### config.mk
export PLATFORM = sky130hd
export DESIGN_NAME = ram_arbiter
export DESIGN_NICKNAME = d
export VERILOG_FILES = /design/src/rtl/ram_arbiter_pkg.sv /design/src/rtl/ram_arbiter.sv
export SDC_FILE = /design/constraint.sdc
export NUM_CORES = 1
export LEC_CHECK = 0
export ABC_CLOCK_PERIOD_IN_PS = 2700
export BUFFER_PORTS_ARGS = -buffer_cell sky130_fd_sc_hd__buf_2
export CORE_MARGIN = 8
export CORE_UTILIZATION = 24
export DETAILED_ROUTE_END_ITERATION = 10
export HOLD_SLACK_MARGIN = 0.15
export SYNTH_ARGS = -nofsm -noshare
export SYNTH_HDL_FRONTEND = slang
export SYNTH_SLANG_ARGS = --single-unit
### constraint.sdc
create_clock -name clk -period 2.7 [get_ports clk]
set_input_delay 0.27 -clock clk [delete_from_list [all_inputs] [get_ports clk]]
set_output_delay 0.27 -clock clk [all_outputs]
set_load 0.02 [all_outputs]
### src/rtl/ram_arbiter_pkg.sv
// ram_arbiter_pkg: shared widths and arbiter state encoding for the core/host SRAM arbiter.
package ram_arbiter_pkg;
  localparam int DEF_ADDR_W = 15;
  localparam int DATA_W = 8;
  typedef enum logic [2:0] {IDLE, PEND, STALL, CAPT, ACK} state_t;
endpackage

### src/rtl/ram_arbiter.sv
// ram_arbiter: shares one synchronous SRAM between the core (priority) and a host port,
// forcing a single core freeze cycle when a host request has starved too long.
module ram_arbiter
  import ram_arbiter_pkg::*;
#(
  parameter int ADDR_W = DEF_ADDR_W,
  parameter int unsigned STARVE_LIMIT = 8,
  parameter int CNT_W = 4
) (
  input  logic              clk,
  input  logic              rst,
  input  logic              core_oe,
  input  logic              core_we,
  input  logic [ADDR_W-1:0] core_addr,
  input  logic [DATA_W-1:0] core_wdata,
  output logic [DATA_W-1:0] core_rdata,
  output logic              core_ce,
  input  logic              h_req,
  input  logic              h_wr,
  input  logic [ADDR_W-1:0] h_addr,
  input  logic [DATA_W-1:0] h_wdata,
  output logic [DATA_W-1:0] h_rdata,
  output logic              h_ack,
  output logic              h_busy,
  output logic [ADDR_W-1:0] ram_addr,
  output logic [DATA_W-1:0] ram_wdata,
  output logic              ram_we,
  input  logic [DATA_W-1:0] ram_rdata
);
  state_t state, next;
  logic [CNT_W-1:0] cnt;
  logic wr_q, post_stall, core_busy, host_own, starved;
  logic [ADDR_W-1:0] addr_q;
  logic [DATA_W-1:0] wdata_q, hold;
  assign core_busy = core_oe | core_we;
  assign starved = 32'(cnt) >= STARVE_LIMIT;
  assign host_own = state == STALL || (state == PEND && !core_busy);
  always_comb begin
    next = state;
    case (state)
      IDLE:    next = h_req ? PEND : IDLE;
      PEND:    next = !core_busy ? CAPT : starved ? STALL : PEND;
      STALL:   next = CAPT;
      CAPT:    next = ACK;
      default: next = IDLE;
    endcase
  end
  always_ff @(posedge clk or posedge rst)
    if (rst) begin
      state <= IDLE;
      cnt <= '0;
      hold <= '0;
      h_rdata <= '0;
      post_stall <= 1'b0;
    end else begin
      state <= next;
      post_stall <= state == STALL;
      if (state == IDLE) cnt <= '0;
      else if (state == PEND && core_busy && !starved) cnt <= &cnt ? cnt : cnt + 1'b1;
      if (state == STALL) hold <= ram_rdata;
      if (state == CAPT && !wr_q) h_rdata <= ram_rdata;
    end
  always_ff @(posedge clk)
    if (state == IDLE && h_req) begin
      wr_q <= h_wr;
      addr_q <= h_addr;
      wdata_q <= h_wdata;
    end
  // The read the core issued just before the freeze returns during STALL; replay it afterwards.
  assign core_rdata = post_stall ? hold : ram_rdata;
  assign core_ce = state != STALL;
  assign h_ack = state == ACK;
  assign h_busy = state != IDLE;
  assign ram_addr = host_own ? addr_q : core_addr;
  assign ram_wdata = host_own ? wdata_q : core_wdata;
  assign ram_we = host_own ? wr_q : core_we;
endmodule

# ---- After elaboration in Yosys (flattened, before gate mapping)
# Cells that the tools add are included.
dict set report classes {
  n_addsub 1
  magnitude_cmp 1
  n_eq_ne 6
  mux 11
  bitwise_logic 1
  reduce_logical 14
}
# cell n
set ops {}
lappend ops {{8-bit two-way mux} 2}
lappend ops {{15-bit two-way mux} 1}
lappend ops {{4-bit two-way mux} 3}
lappend ops {{3-bit one-hot mux with 4 select lines} 1}
lappend ops {{3-bit by 2-bit == test with 1-bit output (second input constant)} 2}
lappend ops {{1-bit logical AND} 5}
lappend ops {{4-bit by 1-bit adder with 4-bit output (second input constant)} 1}
lappend ops {{4-bit >= comparator (second input constant)} 1}
lappend ops {{2-bit two-way mux} 2}
lappend ops {{4-bit AND reduction} 1}
lappend ops {{3-bit by 1-bit == test with 1-bit output (second input constant)} 1}
lappend ops {{3-bit == test (second input constant)} 1}
lappend ops {{1-bit logical NOT} 3}
lappend ops {{3-bit logical NOT} 1}
lappend ops {{3-bit by 2-bit inequality test with 1-bit output (second input constant)} 1}
lappend ops {{3-bit nonzero test} 1}
lappend ops {{1-bit two-way mux} 2}
lappend ops {{2-bit inequality test (second input constant)} 1}
lappend ops {{2-bit AND reduction} 1}
lappend ops {{2-bit nonzero test} 1}
lappend ops {{1-bit logical OR} 1}
lappend ops {{1-bit OR} 1}
dict set report word_totals {
  regBits 48
  input_bits 60
  out_inout_bits 43
  elab_cells 42
}

# ---- Logic depth before layout (Yosys ltp)
# Gate-level depths: netlist of run 1.
dict set report logic_depth {
  depth_word 5
  ltp_mapped 5
  depth_no_buf 4
}

# ---- Worst setup path before layout of run 1
# No wires, ideal clock.
dict set report synth_path {
  path_kind {flip-flop to flip-flop}
  from {register state[1]}
  to {register addr_q[0], enable pin}
  arrival_ns 2.111
  t_required_ns 2.295
  path_slack_ns 0.185
  path_stages_with_launch 5
  n_path_buf 2
  path_cell_list {dfrtp_1 buf_6 or3_1 clkbuf_1 nor2_1}
}
dict set report synth_via {
  elab_chain_cells 2
}
# element line_no
set synth_rtl {}
lappend synth_rtl {{from (decl)} ram_arbiter.sv:30} ;# state_t state, next;
lappend synth_rtl {{from (signal assigned)} ram_arbiter.sv:56} ;# state <= next;
lappend synth_rtl {{3-bit logical NOT} ram_arbiter.sv:64} ;# if (state == IDLE && h_req) begin
lappend synth_rtl {{1-bit logical AND} ram_arbiter.sv:64}
lappend synth_rtl {{to (signal assigned)} ram_arbiter.sv:66} ;# addr_q <= h_addr;
lappend synth_rtl {{to (decl)} ram_arbiter.sv:33} ;# logic [ADDR_W-1:0] addr_q;
# No other way between the ends.
# A chain may end at the register's enable or synchronous reset.

# ---- Worst setup path after layout of run 1
dict set report layout_path {
  from {register state[1]}
  to {output ram_addr[2]}
}
dict set report layout_via {
  elab_chain_cells 4
  elab_cells_between_ends 5
  cone_classes {2 x eq/ne; 1 x mux; 2 x reduce/logical}
}
# element line_no
set layout_rtl {}
lappend layout_rtl {{3-bit by 1-bit == test with 1-bit output} ram_arbiter.sv:37} ;# assign host_own = state == STALL || (state == PEND && !core_busy);
lappend layout_rtl {{1-bit logical AND} ram_arbiter.sv:37}
lappend layout_rtl {{1-bit logical OR (*)} ram_arbiter.sv:37}
lappend layout_rtl {{15-bit two-way mux (*)} ram_arbiter.sv:74} ;# assign ram_addr = host_own ? addr_q : core_addr;
lappend layout_rtl {{to (decl)} ram_arbiter.sv:25} ;# output logic [ADDR_W-1:0] ram_addr,
# Mark *: on every way between the ends. The rest lies on a longest branch, timed or not.

==> flow_metrics.py, run 1 <==
metrics = {
    "outcome": {
        "status": "finished clean",
    },
    "worst_setup_path": {
        "worstSetupPathType": "reg2out",
        "crit_path_max_incr_delay_ns": 0.58,
        "crit_path_top_delay_cell": "or4b_4",
        "cp.arrival_ns": 2.29,
        "crit_chain": "or4b_4, a21oi_4, buf_6, mux2_2, buf_2",
        "crit_buf_inv": 2,
        "cp.required_ns": 2.43,
        "crit_family": "simple AND/OR/NAND/NOR gates",
        "crit_fanout": 23,
        "critPathLaunchType": "flop",
        "end_kind": "primary output",
        "path_depth": 5,
        "r2r_cells": 3,
    },
    "detailed_routing": {
        "wl_met1_um": 2460,
        "postRouteAntennaNets": 0,
        "totalWireLength_um": 5540,
        "wl_met2_um": 2560,
        "drc": 0,
        "vias": 1562,
        "viasPerCell": 4.14,
        "wl_met3_um": 495,
        "first_pass_iters": 4,
        "wl_per_cell_um": 14.7,
        "dr.max_layer_used": "met4",
        "drt_iter0_markers": 57,
    },
    "global_routing": {
        "grt_pass1_wl_um": 9050,
        "antenna_found_initial": 0,
        "grt_max_degree": 25,
        "grt_pass1_vias": 1753,
        "grt_usage": 0.0895,
        "grt-ovfl-total": 0,
    },
    "run": {
        "drv_cap": 0,
    },
    "timing": {
        "setup_viol": 0,
        "period_minus_slack_ns": 2.56,
        "slew_violations": 0,
        "skew_ns": 0.0108,
        "holdWs_ns": 0.171,
        "max_slew_margin": 0.365,
        "hold_violations": 0,
        "clock.fmax_mhz": 390,
        "rsz0062_at_grt": "false",
        "fin_crit_sh": 0.949,
        "worst_pin_slew_ns": 0.951,
        "finalSetupTns_ns": 0,
    },
    "synthesis": {
        "ys_ff_latch": 48,
        "syn_area_um2": 2150,
        "synth_warnings": 0,
        "synth_edf_count": 24,
        "synth.area.top_cells": "edfxtp_1, dfrtp_1, mux2_2",
        "async_reset_ff_frac": 0.500,
        "yosys.area.top_type_share": 0.336,
        "synth_cell_type_count": 27,
        "yosysSeqAreaShare": 0.616,
        "syn_inst": 138,
        "avgSynthCellArea_um2": 15.5,
        "synth_ff_type": "edfxtp_1",
        "synth_nets": 200,
        "synth_top_cell_by_area": "edfxtp_1",
    },
    "layout": {
        "final_layout_size_suffix_gt1_frac": 0.610,
        "diodes": 0,
        "fill_cells": 860,
        "fin_cells": 377,
        "syn_to_final_growth_pct": 45.3,
        "fin_nets": 330,
    },
    "place": {
        "hpwl_um": 4030,
        "gp_congestion": 0.724,
        "io_buffers": 102,
        "place_inst": 345,
    },
    "clock_network": {
        "cts_setup_buffers": 0,
        "cts_buffers": 5,
        "cts_root_buf": "clkbuf_8",
        "cts.sinks": 48,
        "clk_latency_ns": 0.30,
        "htreeDepth": 2,
        "cts_tree": "yes",
        "cts_buffer_depth": 2,
        "clkTransAtPathRegs_ns": 0.09,
    },
    "die": {
        "die_area_um2": 12200,
        "fp-row-count": 34,
        "core_um2": 8680,
        "initial_core_util": 0.247,
        "ios": 103,
        "die_y_um": 111,
        "die_w_um": 111,
    },
    "power": {
        "p_leak_nw": 1.37,
        "power_density_nw_per_um2": 903,
        "ir_worst_vdd_mv": 0.387,
        "fin_total_pwr_w": 0.00282,
    },
    "worst_hold_path": {
        "hold_class": "in2async",
    },
}
==> metal layers <==
metal	global-route usage	vias up
li1	-	763
met1	0.106	723
met2	0.143	72
met3	0.0422	4
met4	0.0198	0
met5	0	-
==> sequential cells by signal, indices dropped and copies added, names as in the netlist <==
| signal | flops |
|---|---|
| addr_q | 15 |
| h_rdata | 8 |
| hold | 8 |
| wdata_q | 8 |
| cnt | 4 |
| state | 3 |
| post_stall | 1 |
| wr_q | 1 |
==> power breakdown <==
part / internal, W / switching (W)
Combinational: 0.000573 / 0.000650
Sequential: 0.00102 / 0.000142
Clock: 0.000183 / 0.000245
==> synthesized netlist by cell type, types with 2 or more instances <==
cell / n
mux2_2: 47
dfrtp_1: 24
edfxtp_1: 24
inv_1: 6
buf_6: 3
clkbuf_1: 3
mux2i_1: 3
nand2_1: 3
nand2b_1: 3
a22o_1: 2
ha_1: 2
nor2_1: 2
nor3_1: 2
==> path summary, 6_finish.rpt <==
path                               from          end  slack [ns]
setup / recovery               state[1]  ram_addr[2]        0.14
hold / removal                      rst   h_rdata[7]        0.17
setup reg to reg               state[0]   wdata_q[1]        0.83
hold reg to reg                  cnt[2]       cnt[2]        0.49
max in group asynchronous           rst       cnt[3]        1.94
min in group clk           ram_rdata[2]   h_rdata[2]        0.22
==> timing repair <==
| item | in CTS | in global routing |
|---|---|---|
| hold buffers | 23 | 1 |
| endpoints found under the setup margin | 0 | 23 |
| gates resized for setup | 0 | 1 |
| endpoints found under the hold margin | 23 | 1 |
==> stage by stage <==
| step | cell area [um2] | setup slack [ns] | util |
|---|---|---|---|
| 2_1_floorplan | 2150 | 0.185 | - |
| 3_3_place_gp | 2780 | 0.424 | 0.321 |
| 3_5_place_dp | 2780 | 0.386 | 0.321 |
| 4_1_cts | 3100 | 0.0504 | 0.358 |
| 5_1_grt | 3120 | 0.0186 | 0.359 |
| 6_report | 3120 | 0.137 | 0.359 |
==> cell usage in the layout, fill, tap and decap left out, types with 2 or more instances in the layout <==
master and n:
inv_1 6, ha_1 2, dfrtp_1 24, buf_2 102, nand2_1 3, edfxtp_1 24, nor3_1 2, nand2b_1 3
a22o_1 2, mux2i_1 3, dlygate4sd3_1 24, clkbuf_8 5, mux2_2 47
==> final cells by class <==
class                   count  area [um2]  area share
flip-flops and latches     48        1320       0.424
repair buffers            129         790       0.253
multi-input cells          77         756       0.242
well taps                 108         135      0.0433
clock buffers               5        68.8      0.0221
inverters                   7        26.3     0.00843
clock inverters             3        21.3     0.00682
==> cells by family after synthesis <==
kind of cell / Yosys count / synth area share
compound gates: 7 / 0.0274
fa+ha+maj: 2 / 0.0117
simple gates: 18 / 0.0513
mux: 50 / 0.261
buf+inv: 13 / 0.0332
flops: 48 / 0.616
(Power assumes the default switching activity.)
==> inputs of run 2 (changes only) <==
ABC_AREA = 1   (was default)
CORE_UTILIZATION = 46   (was 24)
PLACE_DENSITY = 0.79   (was default)
==> run 2 against run 1 <==
  * Utilization grew 29 points
  * Highest routed layer unchanged
  * Sequential share of layout area increased by 1.1 points
  * Global-route usage is 6.7 points higher
  * Final cell count grew 7.4%
  * Worst hold slack worse by 0.019 ns
  * Die area shrank 40%
  * Design area shrank 2.6%
  * Largest power group unchanged
==> flow_metrics.py, run 2 <==
metrics = {
    "timing": {
        "slew_violations": 0,
        "skew_ns": 0.00336,
        "finalSetupTns_ns": 0,
        "fin_crit_sh": 0.851,
        "setup_viol": 0,
        "worst_pin_slew_ns": 0.891,
        "hold_violations": 0,
        "period_minus_slack_ns": 2.30,
        "clock.fmax_mhz": 435,
        "rsz0062_at_grt": "false",
        "max_slew_margin": 0.406,
    },
    "detailed_routing": {
        "first_pass_iters": 4,
        "drt_iter0_markers": 120,
        "wl_per_cell_um": 14.4,
        "viasPerCell": 4.84,
        "postRouteAntennaNets": 0,
        "totalWireLength_um": 5820,
        "drc": 0,
        "vias": 1960,
    },
    "synthesis": {
        "ys_top_cells_by_count": "nand2_1, nand3_1, dfrtp_1, edfxtp_1, o21ai_0",
        "synth_warnings": 0,
        "synth.area.top_cells": "edfxtp_1, dfrtp_1, nand2_1",
        "syn_inst": 233,
        "synth_nets": 295,
        "yosysMostFrequentCell": "nand2_1",
        "async_reset_ff_frac": 0.500,
        "syn_area_um2": 2220,
        "synth_ff_type": "edfxtp_1",
        "synth_top_cell_by_area": "edfxtp_1",
        "avgSynthCellArea_um2": 9.53,
        "yosys.area.top_type_share": 0.325,
        "synth_cell_type_count": 22,
        "ys_ff_latch": 48,
        "synth_edf_count": 24,
        "yosysSeqAreaShare": 0.595,
    },
    "layout": {
        "fin_nets": 412,
        "layout_commonest_cell": "buf_2",
        "final_layout_size_suffix_gt1_frac": 0.365,
        "top_register": "addr_q",
        "mostFrequentLayoutCells": "buf_2, nand2_1, nand3_1",
        "largest_register_ffs": 15,
        "fill_cells": 409,
        "diodes": 0,
        "fin_cells": 405,
        "syn_to_final_growth_pct": 36.7,
    },
    "place": {
        "place_inst": 380,
        "hpwl_um": 4280,
        "io_buffers": 102,
        "gp_congestion": 0.819,
    },
    "power": {
        "p_leak_nw": 1.57,
        "power_density_nw_per_um2": 1040,
        "ir_worst_vdd_mv": 0.544,
    },
    "worst_setup_path": {
        "cpMostUsedCell": "nand2_1",
        "crit_path_max_incr_delay_ns": 0.42,
        "critPathLaunchType": "flop",
        "crit_path_top_delay_cell": "dfrtp_1",
        "cp.arrival_ns": 2.03,
        "cp.required_ns": 2.43,
        "crit_fanout": 25,
        "crit_chain": "inv_2, nand3_2, nand2_4, nand2_1, nand2_1, buf_2",
        "end_kind": "primary output",
        "worstSetupPathType": "reg2out",
    },
    "die": {
        "die_area_um2": 7310,
        "ios": 103,
        "die_w_um": 85.5,
        "initial_core_util": 0.473,
        "die_y_um": 85.5,
        "core_um2": 4690,
        "fp-row-count": 25,
    },
    "outcome": {
        "status": "finished clean",
    },
    "clock_network": {
        "cts_buffers": 5,
        "cts.sinks": 48,
        "clkTransAtPathRegs_ns": 0.08,
        "cts_buffer_depth": 2,
        "cts_tree": "yes",
        "cts_root_buf": "clkbuf_8",
        "cts-resized-gates": 0,
        "cts_setup_buffers": 0,
        "clk_latency_ns": 0.30,
        "htreeDepth": 2,
    },
    "global_routing": {
        "grt_pass1_wl_um": 9250,
        "grt_usage": 0.157,
        "grt-ovfl-total": 0,
        "grt_max_degree": 26,
        "grt_pass1_vias": 1944,
        "antenna_found_initial": 0,
    },
    "run": {
        "drv_cap": 0,
    },
    "worst_hold_path": {
        "hold_class": "in2async",
    },
}
[run 2: cells by family after synthesis]
group           synth area share
buf+inv                   0.0625
flops                      0.595
fa+ha+maj                 0.0113
xor+xnor                 0.00394
compound gates            0.0744
simple gates               0.253
[run 2: cell type report]
class / instances / area, um2 / area share
clock buffers: 7 / 97.6 / 0.0321
multi-input cells: 156 / 761 / 0.251
flip-flops and latches: 48 / 1320 / 0.435
repair buffers: 120 / 688 / 0.227
clock inverters: 1 / 30.0 / 0.00989
well taps: 54 / 67.6 / 0.0222
inverters: 19 / 71.3 / 0.0235
[run 2: final timing paths]
check,startpoint,end,slack [ns],depth (start not counted)
min in group clk,h_addr[11],addr_q[11],0.16,1
setup reg to reg,state[1],addr_q[9],0.96,3
hold reg to reg,h_rdata[6],h_rdata[6],0.48,2
max in group asynchronous,rst,hold[6],2.00,2
hold / removal,rst,h_rdata[1],0.15,2
setup / recovery,state[2],ram_addr[4],0.40,6
[run 2: repair_timing]
action / in CTS / in global routing
hold buffers: 14 / 3
setup endpoints to repair: 0 / 0
hold endpoints to repair: 14 / 3
[run 2: routing by layer]
metal	wire length, um	vias to the layer above	track usage
met4	27	0	0.0430
met5	0	-	0
met2	2660	94	0.251
li1	-	997	-
met3	685	6	0.0695
met1	2440	863	0.186
[run 2: power by group]
group	internal [W]	leakage [nW]	switching (W)
logic	0.000454	0.980	0.000951
registers	0.00104	0.522	0.000140
clock network	0.000333	0.0636	0.000228
total	0.00182	1.57	0.00132
[run 2: per-stage QoR]
step | instance area [um2] | setup WS, ns | power (W) | hold WS (ns) | util
after global routing | 3040 | 0.243 | 0.00337 | 0.151 | 0.647
final | 3040 | 0.401 | 0.00314 | 0.152 | 0.647
after CTS | 3010 | 0.425 | 0.00317 | 0.150 | 0.641
after floorplan | 2220 | 1.20 | 0.00217 | 0.285 | -
after detailed placement | 2740 | 0.762 | 0.00259 | 0.449 | 0.584
after global placement | 2740 | 0.838 | 0.00254 | 0.447 | 0.584
[run 2: worst max-delay path, delay by kind of cell (launching register included)]
family	cells	cell delay [ns]
simple gates	4	1.02
buf+inv	2	0.29
flops	1	0.42
==> inputs of run 3 (changes only) <==
RECOVER_POWER = 50   (was default)
==> run 3 against run 2 <==
  * Total power is 1.0% lower
  * Combinational power hardly changed
  * Fmax is 3.1% lower
  * Via count is 0.26% higher
  * Non-clock buffer count stayed put
  * Sequential power hardly changed
  * Utilization is 0.53 points lower
  * Sequential share of layout area is 0.36 points higher
  * Highest routed layer unchanged
==> flow_metrics.py, run 3 (same netlist as run 2, synthesis figures left out) <==
metrics = {
    "power": {
        "power_density_nw_per_um2": 1030,
        "p_leak_nw": 1.53,
        "ir_worst_vdd_mv": 0.545,
    },
    "global_routing": {
        "grt_usage": 0.157,
        "grt_pass1_wl_um": 9250,
        "antenna_found_initial": 0,
        "grt-ovfl-total": 0,
        "grt_max_degree": 26,
        "grt_pass1_vias": 1944,
    },
    "timing": {
        "skew_ns": 0.00338,
        "rsz0062_at_grt": "false",
        "worst_pin_slew_ns": 0.889,
        "finalSetupTns_ns": 0,
        "max_slew_margin": 0.407,
        "setup_viol": 0,
        "holdWs_ns": 0.151,
        "slew_violations": 0,
        "fin_crit_sh": 0.879,
        "hold_violations": 0,
        "period_minus_slack_ns": 2.37,
        "clock.fmax_mhz": 422,
    },
    "place": {
        "io_buffers": 102,
        "hpwl_um": 4280,
        "gp_congestion": 0.819,
    },
    "die": {
        "die_w_um": 85.5,
        "fp-row-count": 25,
        "die_y_um": 85.5,
        "ios": 103,
        "initial_core_util": 0.473,
        "die_area_um2": 7310,
        "core_um2": 4690,
    },
    "layout": {
        "diodes": 0,
        "multi_input_area_um2": 748,
        "top_register": "addr_q",
        "fill_cells": 415,
        "syn_to_final_growth_pct": 35.6,
        "seqCellArea_um2": 1320,
        "largest_register_ffs": 15,
        "final_layout_size_suffix_gt1_frac": 0.322,
        "layout_commonest_cell": "buf_2",
        "mostFrequentLayoutCells": "buf_2, nand2_1, nand3_1",
        "utilization": 0.642,
        "fin_nets": 412,
    },
    "clock_network": {
        "cts_buffers": 5,
        "cts.sinks": 48,
        "cts_buffer_depth": 2,
        "clkTransAtPathRegs_ns": 0.08,
        "htreeDepth": 2,
        "cts_root_buf": "clkbuf_8",
        "cts_setup_buffers": 0,
        "cts_tree": "yes",
        "clk_latency_ns": 0.30,
    },
    "detailed_routing": {
        "vias": 1965,
        "first_pass_iters": 4,
        "viasPerCell": 4.85,
        "postRouteAntennaNets": 0,
        "totalWireLength_um": 5820,
        "drt_iter0_markers": 120,
        "wl_per_cell_um": 14.4,
        "drc": 0,
    },
    "worst_setup_path": {
        "worstSetupPathType": "reg2out",
        "cp.required_ns": 2.43,
        "end_kind": "primary output",
        "critPathLaunchType": "flop",
        "crit_fanout": 25,
        "cp.arrival_ns": 2.10,
    },
    "run": {
        "drv_cap": 0,
    },
    "worst_hold_path": {
        "hold_class": "in2async",
    },
    "outcome": {
        "status": "finished clean",
    },
}
run 3: layout make-up:
class | instances | share of cell area
Timing Repair Buffer | 120 | 0.224
Clock buffer | 7 | 0.0324
Multi-Input combinational cell | 156 | 0.248
Sequential cell | 48 | 0.439
Inverter | 19 | 0.0237
Clock inverter | 1 | 0.00997
Tap cell | 54 | 0.0224
run 3: final timing paths:
check                            from          end  slack, ns  cells past startpoint
max                          state[2]  ram_addr[4]       0.33                      6
min in group clk           h_addr[11]   addr_q[11]       0.16                      1
min                               rst   h_rdata[1]       0.15                      2
max in group asynchronous         rst      hold[6]       2.01                      2
max reg2reg                  state[2]    addr_q[9]       0.93                      3
min reg2reg                h_rdata[6]   h_rdata[6]       0.48                      2
run 3: what timing repair did:
| action | 4_1_cts | 5_1_grt |
|---|---|---|
| gates resized for setup | 0 | 0 |
| hold buffers | 14 | 3 |
| endpoints found under the hold margin | 14 | 3 |
run 3: where the power goes:
part	switching (W)	internal (W)	leakage, nW
clock network	0.000229	0.000333	0.0636
logic	0.000942	0.000429	0.947
registers	0.000141	0.00104	0.522
run 3: per-layer routing:
layer	share of wire	track usage	up-vias	wire length [um]
met5	0	0	-	0
met4	0.0048	0.0430	0	28
met3	0.12	0.0695	6	682
met2	0.46	0.251	96	2660
met1	0.42	0.186	867	2440
li1	-	-	996	-
run 3: critical path, cell delays in order (launching register included):
cell,delay [ns]
dfrtp_1,0.42
inv_1,0.17
nand3_2,0.42
nand2_4,0.41
nand2_1,0.13
nand2_1,0.08
buf_2,0.17
run 3: per-stage QoR:
step | area, um2 | power, W | setup WS, ns | cells
floorplan | 2220 | 0.00217 | 1.20 | 233
global placement | 2740 | 0.00254 | 0.838 | 380
detailed placement | 2740 | 0.00259 | 0.762 | 380
CTS | 3010 | 0.00317 | 0.425 | 402
global route | 3010 | 0.00333 | 0.166 | 405
finish | 3010 | 0.00311 | 0.328 | 405
